$ cat config.mk
export PLATFORM = sky130hd
export DESIGN_NAME = mux_nx1_pipe_flat
export DESIGN_NICKNAME = d
export VERILOG_FILES = /design/src/rtl/mux_nx1_pipe_if.sv /design/src/rtl/mux_nx1_pipe.sv /design/src/flat_wrapper.sv
export SDC_FILE = /design/constraint.sdc
export NUM_CORES = 1
export LEC_CHECK = 0
export CORE_MARGIN = 2
export CORE_UTILIZATION = 45
export CTS_BUF_LIST = sky130_fd_sc_hd__clkbuf_8
export DETAILED_ROUTE_END_ITERATION = 10
export PLACE_DENSITY = 0.76
export RECOVER_POWER = 25
export SLEW_MARGIN = 20
export SYNTH_ARGS = -nofsm -noshare
export SYNTH_HDL_FRONTEND = slang
export SYNTH_SLANG_ARGS = --single-unit
$ cat constraint.sdc
create_clock -name clk -period 1.1 [get_ports clk]
set_input_delay 0.165 -clock clk [delete_from_list [all_inputs] [get_ports clk]]
set_output_delay 0.165 -clock clk [all_outputs]
set_load 0.01 [all_outputs]
$ cat src/rtl/mux_nx1_pipe_if.sv
// Streaming handshake bundle for the pipelined N:1 multiplexer.
// The slave view is the mux itself; the master view is the producer/consumer side.
interface mux_nx1_pipe_if #(
    parameter int N_CH = 7,
    parameter int W    = 1,
    parameter int SW   = $clog2(N_CH)
);
    logic [N_CH*W-1:0] in_data;
    logic [SW-1:0]     in_sel;
    logic              in_valid;
    logic              in_ready;
    logic [W-1:0]      out_data;
    logic              out_err;
    logic              out_valid;
    logic              out_ready;

    modport master (
        output in_data, in_sel, in_valid, out_ready,
        input  in_ready, out_data, out_err, out_valid
    );

    modport slave (
        input  in_data, in_sel, in_valid, out_ready,
        output in_ready, out_data, out_err, out_valid
    );
endinterface

$ cat src/rtl/mux_nx1_pipe.sv
// Parametrised N-channel pipelined binary mux tree with valid/ready flow control.
// Level j is steered by select bit j; a register stage closes every PIPE_EVERY levels.
module mux_nx1_pipe #(
    parameter int N_CH       = 7,
    parameter int W          = 1,
    parameter int PIPE_EVERY = 1
) (
    input  logic            clk,
    input  logic            rst,
    mux_nx1_pipe_if.slave   bus
);
    localparam int SW     = $clog2(N_CH);
    localparam int LEVELS = SW;
    localparam int NP     = 1 << SW;

    logic         w_adv;
    logic         w_err_in;

    // Per-level views: what enters the level, the 2:1 results, and what leaves it
    // (either the mux results directly or the stage register that closes the level).
    logic [W-1:0]  w_din  [LEVELS][NP];
    logic [W-1:0]  w_dmux [LEVELS][NP];
    logic [W-1:0]  w_dout [LEVELS][NP];
    logic [SW-1:0] w_sin  [LEVELS];
    logic [SW-1:0] w_sout [LEVELS];
    logic          w_vin  [LEVELS];
    logic          w_vout [LEVELS];
    logic          w_ein  [LEVELS];
    logic          w_eout [LEVELS];

    assign w_adv        = !bus.out_valid || bus.out_ready;
    assign bus.in_ready = w_adv;
    assign w_err_in     = ({1'b0, bus.in_sel} >= (SW+1)'(N_CH));

    generate
        for (genvar gi = 0; gi < LEVELS; gi++) begin : gen_lvl
            localparam bit STAGE_END = ((gi % PIPE_EVERY) == (PIPE_EVERY - 1)) || (gi == LEVELS - 1);
            localparam bit LAST      = (gi == LEVELS - 1);

            if (gi == 0) begin : gen_src_in
                for (genvar gj = 0; gj < NP; gj++) begin : gen_leaf
                    if (gj < N_CH) begin : gen_used
                        assign w_din[0][gj] = bus.in_data[gj*W +: W];
                    end else begin : gen_pad
                        assign w_din[0][gj] = '0;
                    end
                end
                assign w_sin[0] = bus.in_sel;
                assign w_vin[0] = bus.in_valid;
                assign w_ein[0] = w_err_in;
            end else begin : gen_src_prev
                for (genvar gj = 0; gj < NP; gj++) begin : gen_pass
                    assign w_din[gi][gj] = w_dout[gi-1][gj];
                end
                assign w_sin[gi] = w_sout[gi-1];
                assign w_vin[gi] = w_vout[gi-1];
                assign w_ein[gi] = w_eout[gi-1];
            end

            for (genvar gj = 0; gj < NP/2; gj++) begin : gen_mux
                assign w_dmux[gi][gj] = w_sin[gi][gi] ? w_din[gi][2*gj+1] : w_din[gi][2*gj];
            end
            for (genvar gj = NP/2; gj < NP; gj++) begin : gen_zero
                assign w_dmux[gi][gj] = '0;
            end

            if (STAGE_END) begin : gen_reg
                logic [W-1:0] r_data [NP];
                logic         r_valid;
                logic         r_err;

                // Payload only loads on real beats so bubbles never disturb held values.
                always_ff @(posedge clk or posedge rst) begin
                    if (rst) begin
                        for (int k = 0; k < NP; k++) r_data[k] <= '0;
                        r_valid <= 1'b0;
                        r_err   <= 1'b0;
                    end else if (w_adv) begin
                        r_valid <= w_vin[gi];
                        if (w_vin[gi]) begin
                            for (int k = 0; k < NP; k++)
                                r_data[k] <= (LAST && w_ein[gi]) ? '0 : w_dmux[gi][k];
                            r_err <= w_ein[gi];
                        end
                    end
                end

                for (genvar gj = 0; gj < NP; gj++) begin : gen_q
                    assign w_dout[gi][gj] = r_data[gj];
                end
                assign w_vout[gi] = r_valid;
                assign w_eout[gi] = r_err;

                if (!LAST) begin : gen_sel
                    logic [SW-1:0] r_sel;
                    always_ff @(posedge clk or posedge rst) begin
                        if (rst)
                            r_sel <= '0;
                        else if (w_adv && w_vin[gi])
                            r_sel <= w_sin[gi];
                    end
                    assign w_sout[gi] = r_sel;
                end else begin : gen_sel_end
                    assign w_sout[gi] = w_sin[gi];
                end
            end else begin : gen_comb
                for (genvar gj = 0; gj < NP; gj++) begin : gen_q
                    assign w_dout[gi][gj] = w_dmux[gi][gj];
                end
                assign w_sout[gi] = w_sin[gi];
                assign w_vout[gi] = w_vin[gi];
                assign w_eout[gi] = w_ein[gi];
            end
        end
    endgenerate

    assign bus.out_data  = w_dout[LEVELS-1][0];
    assign bus.out_err   = w_eout[LEVELS-1];
    assign bus.out_valid = w_vout[LEVELS-1];
endmodule

$ cat src/flat_wrapper.sv
// flat-port wrapper written by rule: the top's interface ports become plain ports
module mux_nx1_pipe_flat 
#(
    parameter int N_CH       = 7,
    parameter int W          = 1,
    parameter int PIPE_EVERY = 1
)
  (clk, rst, bus_in_data, bus_in_sel, bus_in_valid, bus_out_ready, bus_in_ready, bus_out_data, bus_out_err, bus_out_valid);
  mux_nx1_pipe_if #(.N_CH(N_CH), .W(W)) bus_i ();
  input  logic clk;
  input  logic rst;
  input wire logic [$bits(bus_i.in_data)-1:0] bus_in_data;
  input wire logic [$bits(bus_i.in_sel)-1:0] bus_in_sel;
  input wire logic [$bits(bus_i.in_valid)-1:0] bus_in_valid;
  input wire logic [$bits(bus_i.out_ready)-1:0] bus_out_ready;
  output wire logic [$bits(bus_i.in_ready)-1:0] bus_in_ready;
  output wire logic [$bits(bus_i.out_data)-1:0] bus_out_data;
  output wire logic [$bits(bus_i.out_err)-1:0] bus_out_err;
  output wire logic [$bits(bus_i.out_valid)-1:0] bus_out_valid;
  assign bus_i.in_data = bus_in_data;
  assign bus_i.in_sel = bus_in_sel;
  assign bus_i.in_valid = bus_in_valid;
  assign bus_i.out_ready = bus_out_ready;
  assign bus_in_ready = bus_i.in_ready;
  assign bus_out_data = bus_i.out_data;
  assign bus_out_err = bus_i.out_err;
  assign bus_out_valid = bus_i.out_valid;
  mux_nx1_pipe #(.N_CH(N_CH), .W(W), .PIPE_EVERY(PIPE_EVERY)) u_core (.clk(clk), .rst(rst), .bus(bus_i));
endmodule
==> impl_results.md, run 1 <==
* Area leader, netlist: dfrtp_1
* Clock-pin slew on the worst setup and hold paths at 0.06 ns
* Nets at 95
* Ant. Diodes at 0
* Design area at 1020 um2
* Port-buffer cells at 17
* R2r setup slk at -0.01 ns
* Count leader, synth: dfrtp_1
* DR DRC count at 0
* Syn. warnings at 0
* Slew Limit Headroom at 74.4%
* Setup ws final at -0.0101 ns
* Area Growth Syn to Fin at 37.4%
* Worst vdd ir at 0.000843 V
* DR vias at 493
* Post-detailed-routing wire length at 1.21 mm
* Asr flop ratio synth at 100%
* Crit-path cells: nand2b_4, buf_6, nand2_4, mux2_4
* Synth Area per Inst at 13.4 um2
* Core box area at 1520 um2
* Dpl cell area at 941 um2
* WL/cell at 12.7 um
* Crit path kind: flop to flop
* CP max FO at 4
* #FFs+latches synth at 16
* Cell Area, Synth at 739 um2
* CTS sink cnt at 16
* Lkg Pwr at 0.491 nW
* Crit. End Element: flop
* Post-cts hold buffer count at 0
* Layout cell share with drive strength beyond 1 at 29.1%
* Crit-path max cell delay at 0.40 ns
* Grt ovf at 0
* Setup violators final at 6
* Slew Viols, Final at 0
* Startpoint Class: flop
* TritonCTS clock tree: built
* Commonest cells in the netlist: 16 x dfrtp_1, 6 x mux2_4, 6 x mux2i_1
* Syn_nets at 69
* H-tree depth reported by CTS at 1
* Outcome: complete, but fails checks
* Final period util at 101%
* Main flop type after synthesis: dfrtp_1
* Die area at 1980 um2
* Worst EP required at 1.23 ns
* DPL Wire Length at 899 um
* Worst clock skew at 0.00125 ns
* Peak Freq at 901 MHz
* Post-Syn Instances at 55
* Die H at 44.5 um
* Initial cell density of the core at 48.5%
* GRT Util Overall at 14.6%
* Vias in the first global route at 481
* First-pass GRT wire length at 1.99 mm
* Worst-skew pair later-pin latency at 0.24 ns
* Routability cong. at 0.745
* Fill count at 116
* DRT antenna net count at 0
* Hold Path Class: input port to async pin
* Multi-input logic area at 327 um2
* Site Rows at 14
* First-pass DRT Iterations at 4
* Final hold slack at 0.422 ns
* Synth unique cells at 17
* MaxCap Viol Count at 0
* First DRT Iteration DRCs at 3
* Share of the synthesized area in the top cell type at 54.1%
* PwrDens at 2040 nW/um2
* Die width at 44.5 um
* FF/Latch Area at 400 um2
* Clk buf depth at 2
* Violated checks: negative setup slack
* Slew @ Worst Pin at 0.384 ns
* Root Buffer: clkbuf_8
* TNS Setup at -0.0332 ns
* Final count of hold timing violations at 0
* Slowest stage cell, crit path: dfrtp_1
* Initial antenna violation count at 0
* TritonCTS buffer count at 3
* Register area share after synthesis at 54.1%
* Number of vias per cell at 5.19
* Synth top area cells: dfrtp_1 54%, mux2_4 12%, mux2i_1 8.1%, a31oi_1 4.2%, a21oi_1 3.4%
* Post-synth EDFFs at 0
* Crit path arrival time at 1.24 ns
* RSZ-0062 raised after global routing: true
* Io pins at 18
* Fin crit period at 1.11 ns
* Largest net degree at the start of global routing at 17
==> flip-flops by register name, indices dropped and copies added (netlist names) <==
| register | flops |
|---|---|
| u_core.gen_lvl.gen_reg.r_data | 6 |
| u_core.gen_lvl.gen_reg.gen_sel.r_sel | 3 |
| u_core.gen_lvl.gen_reg.r_err | 2 |
| u_core.gen_lvl.gen_reg.r_valid | 2 |
| u_core.bus.out_data | 1 |
| u_core.bus.out_err | 1 |
| u_core.bus.out_valid | 1 |
==> layout make-up <==
class | count | area share, %
inverter | 3 | 1.11
tap | 16 | 1.97
sequential | 16 | 39.4
timing repair buffer | 23 | 21.3
clock buffer | 3 | 4.06
multi-input combinational | 34 | 32.1
==> power breakdown <==
group	internal, mW	switching, mW	leakage (nW)
clock	0.242	0.175	0.0216
combinational	0.436	0.280	0.280
sequential	0.784	0.154	0.190
==> worst max-delay path, delay by kind of cell, from the launching register on <==
kind | cells | cell delay, ns
buffers and inverters | 1 | 0.13
muxes | 1 | 0.30
DFF | 1 | 0.40
and+or+nand+nor | 2 | 0.16
==> placed cells by master, fill, tap and decap left out, types with 3 or more instances in the layout <==
master	n
inv_1	3
clkbuf_8	3
buf_6	3
a21oi_1	4
dfrtp_1	16
mux2_4	8
mux2i_1	6
a31oi_1	5
clkdlybuf4s50_1	11
==> cell families after synthesis <==
family | after synthesis | synth area share (%)
flip-flops | 16 | 54.1
multiplexers | 14 | 23.4
AO/OA/AOI/OAI | 12 | 8.97
AND/OR/NAND/NOR | 8 | 8.46
buffers and inverters | 5 | 5.08
==> routing by layer <==
layer | vias up | part of all wire [%] | track usage [%]
li1 | 245 | - | -
met1 | 227 | 45 | 17.0
met2 | 19 | 47 | 22.9
met3 | 2 | 6.0 | 3.67
met4 | 0 | 2.0 | 10.9
met5 | - | 0 | 0
==> final timing paths <==
| kind | startpoint | to | cells after the start |
|---|---|---|---|
| max | u_core.bus.out_valid$_DFFE_PP0N_ | u_core.gen_lvl[1].gen_reg.gen_sel.r_sel[2]$_DFFE_PP0P_ | 4 |
| min | rst | u_core.bus.out_valid$_DFFE_PP0N_ | 3 |
| max reg2reg | u_core.bus.out_valid$_DFFE_PP0N_ | u_core.gen_lvl[1].gen_reg.gen_sel.r_sel[2]$_DFFE_PP0P_ | 4 |
| min reg2reg | u_core.bus.out_err$_DFFE_PP0P_ | u_core.bus.out_err$_DFFE_PP0P_ | 1 |
| max in group asynchronous | rst | u_core.gen_lvl[1].gen_reg.r_data[6]$_DFFE_PP0P_ | 3 |
| min in group clk | bus_out_ready | u_core.gen_lvl[0].gen_reg.r_valid$_DFFE_PP0N_ | 4 |
==> stage by stage <==
stage / util (%) / cells / power, mW / worst slack, ns
after floorplan: - / 55 / 1.36 / -0.0171
after global placement: 61.7 / 91 / 1.57 / -0.393
after detailed placement: 61.7 / 91 / 1.60 / -0.390
after CTS: 66.7 / 95 / 2.09 / -0.0178
after global routing: 66.7 / 95 / 2.20 / -0.0494
final: 66.7 / 95 / 2.07 / -0.0101
==> timing repair <==
item	CTS	global route
pin swaps	1	1
setup buffers	1	0
endpoints found under the setup margin	12	12
resized for setup	17	1
Power figures use the tool's default switching activity.
==> run 2: changes to the inputs <==
--- a/config.mk
+++ b/config.mk
@@ -5,7 +5,7 @@
 export SDC_FILE = /design/constraint.sdc
 export NUM_CORES = 1
 export LEC_CHECK = 0
-export CORE_MARGIN = 2
+export CORE_MARGIN = 8
 export CORE_UTILIZATION = 45
 export CTS_BUF_LIST = sky130_fd_sc_hd__clkbuf_8
 export DETAILED_ROUTE_END_ITERATION = 10
==> run 2 against run 1 <==
Against the previous run: the run still ends with negative setup slack left; via count rose by 1.2%; clock skew rose by 0.0027 ns; largest power group unchanged; power rose by 2.7%; non-clock buffer count rose by 1; cell count rose by 2.1%; sequential share of layout area fell by 0.38 points; register-to-register slack got worse by 0.02 ns; clock-buffer cell count rose by 1; routed wire length rose by 12%.
==> impl_results.md, run 2 (same netlist as run 1, synthesis figures left out) <==
* DR vias at 499
* Worst setup path end: u_core.gen_lvl[0].gen_reg.r_data[4]$_DFFE_PP0P_
* Die area at 3200 um2
* MaxCap Viol Count at 0
* DRT antenna net count at 0
* First-pass DRT Iterations at 2
* Reg2reg start: u_core.bus.out_valid$_DFFE_PP0N_
* Site Rows at 14
* TritonCTS clock tree: built
* Routability cong. at 0.781
* R2r endpoint: u_core.gen_lvl[0].gen_reg.r_data[4]$_DFFE_PP0P_
* CP Launch Point: bus_out_ready
* Io pins at 18
* Setup violators final at 8
* Slew @ Worst Pin at 0.393 ns
* Startpoint Class: input port
* First DRT Iteration DRCs at 4
* First-pass GRT wire length at 2.44 mm
* Ant. Diodes at 0
* Worst Reg-to-Reg Cells at 4
* Initial antenna violation count at 0
* Initial cell density of the core at 48.5%
* Largest Register: u_core.gen_lvl.gen_reg.r_data
* GRT Util Overall at 9.33%
* Post-detailed-routing wire length at 1.36 mm
* Commonest non-fill, non-tap cell in the layout: dfrtp_1
* CP max FO at 5
* Nets at 96
* Root Buffer: clkbuf_8
* Largest net degree at the start of global routing at 17
* Setup ws final at -0.0313 ns
* DPL Wire Length at 1.07 mm
* Outcome: complete, but fails checks
* Biggest regs: u_core.gen_lvl.gen_reg.r_data (6), u_core.gen_lvl.gen_reg.gen_sel.r_sel (3)
* Core box area at 1520 um2
* Peak Freq at 884 MHz
* Die H at 56.5 um
* Slew Viols, Final at 0
* Post-CTS Repair Setup Buffers at 0
* Grt ovf at 0
* Crit path arrival time at 1.26 ns
* Number of flip-flops in the largest register at 6
* Worst EP required at 1.23 ns
* Area Growth Syn to Fin at 38.7%
* CTS sink cnt at 16
* WL/cell at 14.0 um
* R2r setup slk at -0.03 ns
* Slew Limit Headroom at 73.8%
* RSZ-0062 raised after global routing: true
* Worst clock skew at 0.00390 ns
* TNS Setup at -0.194 ns
* Fin crit period at 1.13 ns
* H-tree depth reported by CTS at 1
* Final period util at 103%
* Lkg Pwr at 0.490 nW
* Vias in the first global route at 557
* Most frequent cells in the layout: 16 x dfrtp_1, 12 x clkdlybuf4s50_1, 6 x mux2i_1, 6 x mux2_4, 5 x a31oi_1
* Pre-CTS WS at -0.339 ns
* PwrDens at 2070 nW/um2
* Hold Path Class: input port to async pin
* Crit. End Element: flop
* Crit path kind: input port to flop
* Worst-skew pair later-pin latency at 0.25 ns
* Die width at 56.5 um
* Layout cell share with drive strength beyond 1 at 30.9%
* Port-buffer cells at 17
* Worst vdd ir at 0.00103 V
* Number of vias per cell at 5.14
* Clock-pin slew on the worst setup and hold paths at 0.06 ns
* TritonCTS buffer count at 3
* CTS resizes at 10
* Clk buf depth at 2
* DR DRC count at 0
* Violated checks: negative setup slack
* Post-cts hold buffer count at 0
* Final count of hold timing violations at 0
* Final core occ at 67.3%
[run 2: cell types whose count changed in the layout (fill, tap and decap cells not counted)]
cell / before / now
nand2_2: 0 / 1
mux2_2: 0 / 2
clkbuf_8: 3 / 4
nand2_4: 2 / 1
buf_4: 2 / 4
buf_6: 3 / 1
clkdlybuf4s50_1: 11 / 12
mux2_4: 8 / 6
dlygate4sd2_1: 2 / 1
buf_8: 0 / 1
[run 2: routing by layer]
layer | global-route usage [%] | up-vias | routed length [um]
li1 | - | 245 | -
met3 | 4.04 | 2 | 101
met4 | 3.09 | 0 | 17
met2 | 14.3 | 21 | 600
met5 | 0 | - | 0
met1 | 11.4 | 231 | 636
[run 2: stage by stage]
step	total power, mW	cell area, um2	hold slack, ns	instances
6_report	2.13	1030	0.420	97
5_1_grt	2.27	1030	0.474	97
4_1_cts	2.15	1020	0.221	97
3_5_place_dp	1.62	956	0.492	93
3_3_place_gp	1.59	956	0.477	93
2_1_floorplan	1.36	739	0.0787	55
[run 2: how the worst min path moves through the flow]
stage / start / end / slack, ns / depth (start not counted)
2_1_floorplan: rst / u_core.bus.out_data$_DFFE_PP0P_ / 0.08 / 1
3_3_place_gp: u_core.gen_lvl[1].gen_reg.r_valid$_DFFE_PP0N_ / u_core.bus.out_valid$_DFFE_PP0N_ / 0.48 / 2
3_5_place_dp: rst / u_core.bus.out_valid$_DFFE_PP0N_ / 0.49 / 3
4_1_cts: rst / u_core.bus.out_valid$_DFFE_PP0N_ / 0.22 / 3
5_1_grt: rst / u_core.gen_lvl[1].gen_reg.r_valid$_DFFE_PP0N_ / 0.47 / 3
6_report: rst / u_core.gen_lvl[1].gen_reg.r_valid$_DFFE_PP0N_ / 0.42 / 3
[run 2: critical path, stage by stage]
cell and delay (ns):
clkdlybuf4s50_1 0.45, nand2b_4 0.13, buf_8 0.14, nand2_8 0.07
mux2_4 0.30
[run 2: layout make-up]
cell class	instances	area, um2
fill	116	498
sequential	16	400
multi-input combinational	34	314
timing repair buffer	24	225
clock buffer	4	55.1
tap	16	20.0
inverter	3	11.3
[run 2: where the power goes]
part / leakage (nW) / internal, mW / total (mW) / switching [mW]
Sequential: 0.190 / 0.783 / 0.932 / 0.148
Combinational: 0.272 / 0.409 / 0.679 / 0.270
Clock: 0.0288 / 0.317 / 0.518 / 0.200
Total: 0.490 / 1.51 / 2.13 / 0.618
